==> src/rtl/pipeline_ctrl.sv <==
// -----------------------------------------------------------------------------
// pipeline_ctrl
//
// Central hazard and stall controller for the five-stage pipeline. Each cycle
// it decides which pipeline registers hold, which get zeroed control bits, and
// when the PC is redirected. A small FSM freezes the whole pipeline for the
// fixed-latency data-memory miss sequence. No datapath values are stored.
//
// Optional feature macro: PIPELINE_CTRL_PERF_EN
//   When defined, adds the wrapping performance counters perfStallCycles,
//   perfFlushes and perfMisses. When undefined those ports do not exist.
//
// Parameters
//   MISS_LATENCY   cycles spent in MISS before the fill cycle (1..255)
//
// Ports
//   clock, reset          pipeline clock; asynchronous active-high reset
//   id_rs, id_rt          source fields of the instruction in ID
//   id_usesRt             ID instruction reads rt as a source
//   idEx_memRead, idEx_rd load flag and destination of the instruction in EX
//   ex_pcSrc              branch/jump in EX resolved taken
//   mem_memRead/Write     instruction in MEM accesses data memory
//   mem_hit               data memory hit for the current MEM access
//   stallIf..stallMem     hold the corresponding pipeline register
//   bubbleEx              load zeros into id_ex control bits
//   flushId, flushEx      kill younger instructions in if_id / id_ex
//   pcRedirect            PC takes the branch target
//   memFill               one-cycle fill strobe to data memory
//   busy                  FSM not in RUN
//   perf* (optional)      stall-cycle, flush and miss event counters
//
// FSM states
//   state | meaning
//   RUN   | normal operation, hazards resolved combinationally
//   MISS  | pipeline frozen, counting down the miss latency
//   FILL  | pipeline frozen, memFill strobe asserted for this one cycle
// -----------------------------------------------------------------------------
module pipeline_ctrl #(
    parameter int unsigned MISS_LATENCY = 4
) (
    input  logic        clock,
    input  logic        reset,
    input  logic [4:0]  id_rs,
    input  logic [4:0]  id_rt,
    input  logic        id_usesRt,
    input  logic        idEx_memRead,
    input  logic [4:0]  idEx_rd,
    input  logic        ex_pcSrc,
    input  logic        mem_memRead,
    input  logic        mem_memWrite,
    input  logic        mem_hit,
    output logic        stallIf,
    output logic        stallId,
    output logic        stallEx,
    output logic        stallMem,
    output logic        bubbleEx,
    output logic        flushId,
    output logic        flushEx,
    output logic        pcRedirect,
    output logic        memFill,
    output logic        busy
`ifdef PIPELINE_CTRL_PERF_EN
    ,
    output logic [31:0] perfStallCycles,
    output logic [31:0] perfFlushes,
    output logic [15:0] perfMisses
`endif
);

    typedef enum logic [1:0] {
        S_RUN  = 2'd0,
        S_MISS = 2'd1,
        S_FILL = 2'd2
    } state_t;

    // Counter reload: MISS is entered with this value and leaves once it hits 0,
    // which yields exactly MISS_LATENCY cycles spent in MISS.
    localparam logic [7:0] CNT_INIT = 8'(MISS_LATENCY - 1);

    state_t     state_q, state_d;
    logic [7:0] cnt_q, cnt_d;
    logic       memFill_q, memFill_d;
    logic       busy_q, busy_d;

    logic miss;
    logic freeze;
    logic load_use;
    logic lu_stall;

    always_comb begin
        miss     = (mem_memRead | mem_memWrite) & ~mem_hit;
        // Outside RUN the frozen pipeline keeps presenting the MEM access, so the
        // freeze does not depend on miss there.
        freeze   = (state_q != S_RUN) | miss;
        load_use = idEx_memRead & (idEx_rd != 5'd0) &
                   ((idEx_rd == id_rs) | (id_usesRt & (idEx_rd == id_rt)));
        // A taken branch kills the dependent instruction anyway, so it wins.
        lu_stall = ~freeze & ~ex_pcSrc & load_use;
    end

    always_comb begin
        state_d = state_q;
        cnt_d   = cnt_q;
        case (state_q)
            S_RUN: begin
                if (miss) begin
                    state_d = S_MISS;
                    cnt_d   = CNT_INIT;
                end
            end
            S_MISS: begin
                if (cnt_q != 8'd0) begin
                    cnt_d = cnt_q - 8'd1;
                end else begin
                    state_d = S_FILL;
                end
            end
            S_FILL: begin
                state_d = S_RUN;
            end
            default: begin
                state_d = S_RUN;
                cnt_d   = 8'd0;
            end
        endcase
        memFill_d = (state_d == S_FILL);
        busy_d    = (state_d != S_RUN);
    end

    always_ff @(posedge clock or posedge reset) begin
        if (reset) begin
            state_q   <= S_RUN;
            cnt_q     <= 8'd0;
            memFill_q <= 1'b0;
            busy_q    <= 1'b0;
        end else begin
            state_q   <= state_d;
            cnt_q     <= cnt_d;
            memFill_q <= memFill_d;
            busy_q    <= busy_d;
        end
    end

    assign stallIf    = freeze | lu_stall;
    assign stallId    = freeze | lu_stall;
    assign stallEx    = freeze;
    assign stallMem   = freeze;
    assign bubbleEx   = lu_stall;
    assign flushId    = ~freeze & ex_pcSrc;
    assign flushEx    = ~freeze & ex_pcSrc;
    assign pcRedirect = ~freeze & ex_pcSrc;
    assign memFill    = memFill_q;
    assign busy       = busy_q;

`ifdef PIPELINE_CTRL_PERF_EN
    logic [31:0] perfStallCycles_q;
    logic [31:0] perfFlushes_q;
    logic [15:0] perfMisses_q;

    always_ff @(posedge clock or posedge reset) begin
        if (reset) begin
            perfStallCycles_q <= 32'd0;
            perfFlushes_q     <= 32'd0;
            perfMisses_q      <= 16'd0;
        end else begin
            if (stallIf) begin
                perfStallCycles_q <= perfStallCycles_q + 32'd1;
            end
            if (pcRedirect) begin
                perfFlushes_q <= perfFlushes_q + 32'd1;
            end
            if ((state_q == S_RUN) && miss) begin
                perfMisses_q <= perfMisses_q + 16'd1;
            end
        end
    end

    assign perfStallCycles = perfStallCycles_q;
    assign perfFlushes     = perfFlushes_q;
    assign perfMisses      = perfMisses_q;
`endif

endmodule

==> config.mk <==
export PLATFORM = sky130hd
export DESIGN_NAME = pipeline_ctrl
export DESIGN_NICKNAME = d
export VERILOG_FILES = /design/src/rtl/pipeline_ctrl.sv
export SDC_FILE = /design/constraint.sdc
export NUM_CORES = 1
export LEC_CHECK = 0
export ABC_AREA = 1
export BUFFER_PORTS_ARGS = -buffer_cell sky130_fd_sc_hd__buf_2
export CAP_MARGIN = 20
export CORE_MARGIN = 4
export CORE_UTILIZATION = 54
export CTS_CLUSTER_DIAMETER = 150
export DETAILED_ROUTE_END_ITERATION = 16
export PLACE_DENSITY = 0.84
export SLEW_MARGIN = 25
export SYNTH_ARGS = -nofsm -noshare
export SYNTH_HDL_FRONTEND = slang
export SYNTH_SLANG_ARGS = --single-unit
==> constraint.sdc <==
create_clock -name clock -period 2.6 [get_ports clock]
set_input_delay 0.52 -clock clock [delete_from_list [all_inputs] [get_ports clock]]
set_output_delay 0.52 -clock clock [all_outputs]
set_load 0.005 [all_outputs]
# Word level (Yosys, flattened, before mapping)
# Cells that the tools add are included.
# word_totals
reg_bits	12
latchBits	0
mem_bits_rw	0
mem_bits_ro	0
in_bits	23
output_inout_bits	10
word_cells	39
n_memories	0
# classes
add_sub_neg	1
mul	0
div	0
order_cmp	0
n_eq_ne	7
shifts	0
mux	6
bitwise	15
reduce_logical	6
# ops
operator	count
$pmux 8 s3	1
$mux 8	2
$eq 5x5->1	2
$reduce_bool 8->1	1
$sub 8x1->8 const B	1
$and 1x1->1	7
$reduce_bool 5->1	1
$eq 2x2->1 const B	2
$mux 2	2
$ne 2x2->1 const B	2
$not 1->1	4
$or 1x1->1	4
$pmux 2 s2	1
$reduce_bool 2->1	2
$reduce_and 3->1	1
$eq 2x1->1 const B	1
$logic_not 2->1	1

# Depth between registers and ports, before layout
# depth
ltp_word	7
ltp_mapped	9
ltp_nobuf	9

# Worst setup path before layout
# No wires, ideal clock.
# synth_path
kind	input to output
from	input mem_memWrite
to	output stallIf
arrival_ns	1.234
t_required_ns	2.080
path_slack_ns	0.846
stages	6
n_path_buf	1
cell_sequence	o21bai_4 -> nand2_1 -> nor3_1 -> nand2_1 -> nand2_1 -> buf_4
# synth_between
elab_chain_cells	7
# synth_rtl
item	line_no	source
from (decl)	50	input logic mem_memWrite,
$or 1x1->1 (*)	91	miss = (mem_memRead | mem_memWrite) & ~mem_hit;
$and 1x1->1 (*)	91	
$or 1x1->1 (*)	94	freeze = (state_q != S_RUN) | miss;
net stallEx	54	output logic stallEx,
$not 1->1	98	lu_stall = ~freeze & ~ex_pcSrc & load_use;
$and 1x1->1 (2 in series)	98	
$or 1x1->1 (*)	-	
to (decl)	52	output logic stallIf,
# The timed path passes the listed nets; every way through them passes the cells marked *.

# Worst setup path after layout
# layout_path
from	register state_q[1]
to	output stallIf
# layout_between
elab_chain_cells	6
# layout_rtl
item	line_no	source
from (decl)	80	state_t state_q, state_d;
from (signal assigned)	137	state_q <= state_d;
$reduce_bool 2->1 (*)	94	
$or 1x1->1 (*)	94	
$not 1->1	98	
$and 1x1->1 (2 in series)	98	
$or 1x1->1 (*)	144	assign stallIf = freeze | lu_stall;
# Every way passes the cells marked *; elsewhere a longest branch is shown, timed or not.

==> flow_metrics.env <==
export IMPL_cpMaxStageDelayCell="dfrtp_1"
export IMPL_crit_type="flip-flop to primary output"
export IMPL_rsz0062_at_grt="false"
export IMPL_vias=1010
export IMPL_maxCapViolations=0
export IMPL_grt_pass1_vias=992
export IMPL_cts_tree="done"
export IMPL_cp_arrival_ns=1.46
export IMPL_finalHoldViolCount=0
export IMPL_core_mm2=0.00180
export IMPL_relSlewSlack_pct=68.1
export IMPL_ant_nets=0
export IMPL_syn_num_nets=185
export IMPL_path_cells="nor2_1 > nand2_1 > nor3_1 > nand2_1 > nand2_1 > buf_2"
export IMPL_initial_utilization_pct=59.4
export IMPL_cts_root_buffer="clkbuf_4"
export IMPL_diodes=0
export IMPL_grt_max_degree=15
export IMPL_h_tree_depth=1
export IMPL_cp_common_cell="nand2_1"
export IMPL_final_period_utilization_pct=76.3
export IMPL_hold_ws_ns=0.239
export IMPL_timing_setup_tns_ns=0
export IMPL_synth_cells=160
export IMPL_clk_path_buf_depth=2
export IMPL_drtPass1Iterations=4
export IMPL_slew_viol_final=0
export IMPL_grt_pass1_wl_mm=3.84
export IMPL_cp_depth=6
export IMPL_grt_overflow=0
export IMPL_routed_wl_mm=2.13
export IMPL_multi_input_area_um2=592
export IMPL_seqCellArea_um2=300
export IMPL_syn_area_mm2=0.00107
export IMPL_required_ns=2.08
export IMPL_ys_seq_area_share_pct=28.1
export IMPL_dpl_hpwl_mm=1.73
export IMPL_worstRegToRegCells=9
export IMPL_ir_drop_uv=695
export IMPL_p_total_w=0.00111
export IMPL_drt_initial_drc_count=19
export IMPL_io_pins=33
export IMPL_timing_final_crit_period_ns=1.98
export IMPL_synth_cell_types=24
export IMPL_rows=15
export IMPL_die_w_um=52.5
export IMPL_io_buffer_count=32
export IMPL_cts_buffers=3
export IMPL_critPathTopFamily="simple AND/OR/NAND/NOR gates"
export IMPL_areaGrowthSynthToFinish_pct=16.6
export IMPL_outcome="complete, no violations"
export IMPL_route_detailed_drc=0
export IMPL_worst_pin_slew_ns=0.478
export IMPL_antenna_found_initial=0
export IMPL_place_congestion=0.900
export IMPL_ys_ff_latch=12
export IMPL_grt_use_total_pct=18.4
export IMPL_wire_per_inst_um=9.88
export IMPL_powerDensity_mw_per_mm2=889
export IMPL_die_h_um=52.5
export IMPL_crit_path_max_fanout=6
export IMPL_cts_sinks=12
export IMPL_die_area_mm2=0.00276
export IMPL_setup_viol=0
export IMPL_nNetsFinal=217
export IMPL_avgSynthCellArea_um2=6.69
export IMPL_postCtsSetupBuffers=0
export IMPL_leakage_nw=0.758
export IMPL_vias_per_cell=4.68
export IMPL_drive_gt1_share_pct=31.4
export IMPL_slowest_delay_ns=0.48
export IMPL_final_common_cell="nand2_1"
export IMPL_cts_resized=0
export IMPL_cts_hold_buf=0
export IMPL_fmax_mhz=504
export IMPL_crit_buf_inv=1
export IMPL_critPathLaunchType="flip-flop"
export IMPL_crit_path_end_kind="primary output"
export IMPL_yosys_warnings=0
export IMPL_layout_common_cells="nand2_1 (49), buf_2 (32), inv_1 (30)"
export IMPL_fin_worst_skew_ns=0.00434
export IMPL_clk_pin_slew_worst_paths_ns=0.08
export IMPL_hold_class="primary input to asynchronous set/reset pin"
export IMPL_nFillCells=164
export IMPL_clock_latency_ns=0.28
## worst register-to-register path, delay by kind of cell, from the launching register on
kind	cells	cell delay, ns
AND/OR/NAND/NOR	5	0.65
flip-flops	1	0.41
buffers and inverters	3	0.31
adder cells (fa/ha/maj)	1	0.17
## metrics by stage
stage                     util, %  std cells  setup slack, ns  instance area [um2]
after floorplan                 -        160            0.846                 1070
after global placement       67.2        212            0.746                 1210
after detailed placement     67.2        212            0.700                 1210
after CTS                    69.2        216            0.585                 1250
after global routing         69.2        216            0.478                 1250
final                        69.2        216            0.616                 1250
## sequential cells by signal, summed over array words and instances, names as in the netlist
signal	flops
state_q	2
busy	1
cnt_q	8
memFill	1
## final cells by class
class | instances | area share [%]
Multi-Input combinational cell | 109 | 47.4
Sequential cell | 12 | 24.1
Clock buffer | 4 | 2.91
Timing Repair Buffer | 32 | 12.8
Inverter | 34 | 10.2
Tap cell | 25 | 2.51
## final timing paths
| path | from | to | slack, ns |
|---|---|---|---|
| setup / recovery | state_q[1]$_DFF_PP0_ | stallIf | 0.62 |
| hold / removal | reset | cnt_q[6]$_DFFE_PP0P_ | 0.24 |
| setup reg to reg | cnt_q[0]$_DFFE_PP0P_ | cnt_q[4]$_DFFE_PP0P_ | 0.95 |
| hold reg to reg | cnt_q[1]$_DFFE_PP0P_ | cnt_q[1]$_DFFE_PP0P_ | 0.52 |
| max in group asynchronous | reset | cnt_q[1]$_DFFE_PP0P_ | 2.04 |
| min in group clock | cnt_q[1]$_DFFE_PP0P_ | cnt_q[1]$_DFFE_PP0P_ | 0.52 |
## cells by family after synthesis
family / synth area share, %
adder cells (fa/ha/maj): 2.34
AND/OR/NAND/NOR: 40.8
XOR/XNOR: 2.46
flip-flops: 28.1
buffers and inverters: 16.6
AO/OA/AOI/OAI: 9.71
## routing by layer
| metal | track usage (%) | part of all wire (%) | up-vias |
|---|---|---|---|
| met3 | 6.27 | 8.0 | 7 |
| met5 | 0 | 0 | - |
| li1 | - | - | 539 |
| met1 | 21.3 | 43 | 426 |
| met4 | 6.38 | 1.7 | 0 |
| met2 | 31.2 | 47 | 38 |
## cells in the mapped netlist
cell type	instances	share of area [%]
buf_4	4	2.8
nand2_4	1	1.1
o21ai_0	3	1.4
o21ai_2	6	4.9
nand4_1	1	0.59
nor2_4	1	1.1
nor2_8	1	1.9
o21bai_4	1	1.8
xor2_1	2	1.6
nand2_1	49	17
o21ai_1	2	0.94
nor3_4	1	1.5
ha_1	2	2.3
o31ai_1	1	0.70
xnor2_1	1	0.82
nor2_1	16	5.6
inv_2	4	1.4
nand3_1	11	5.1
nand2_2	8	4.7
inv_1	30	11
dfrtp_1	12	28
nor3_1	1	0.47
nand3_4	1	1.6
buf_12	1	1.9
## power by group
group	total [W]	internal, W	switching [W]
clock network	0.000153	0.0000853	0.0000678
logic	0.000632	0.000241	0.000391
registers	0.000324	0.000251	0.0000734
(Power assumes the default switching activity.)
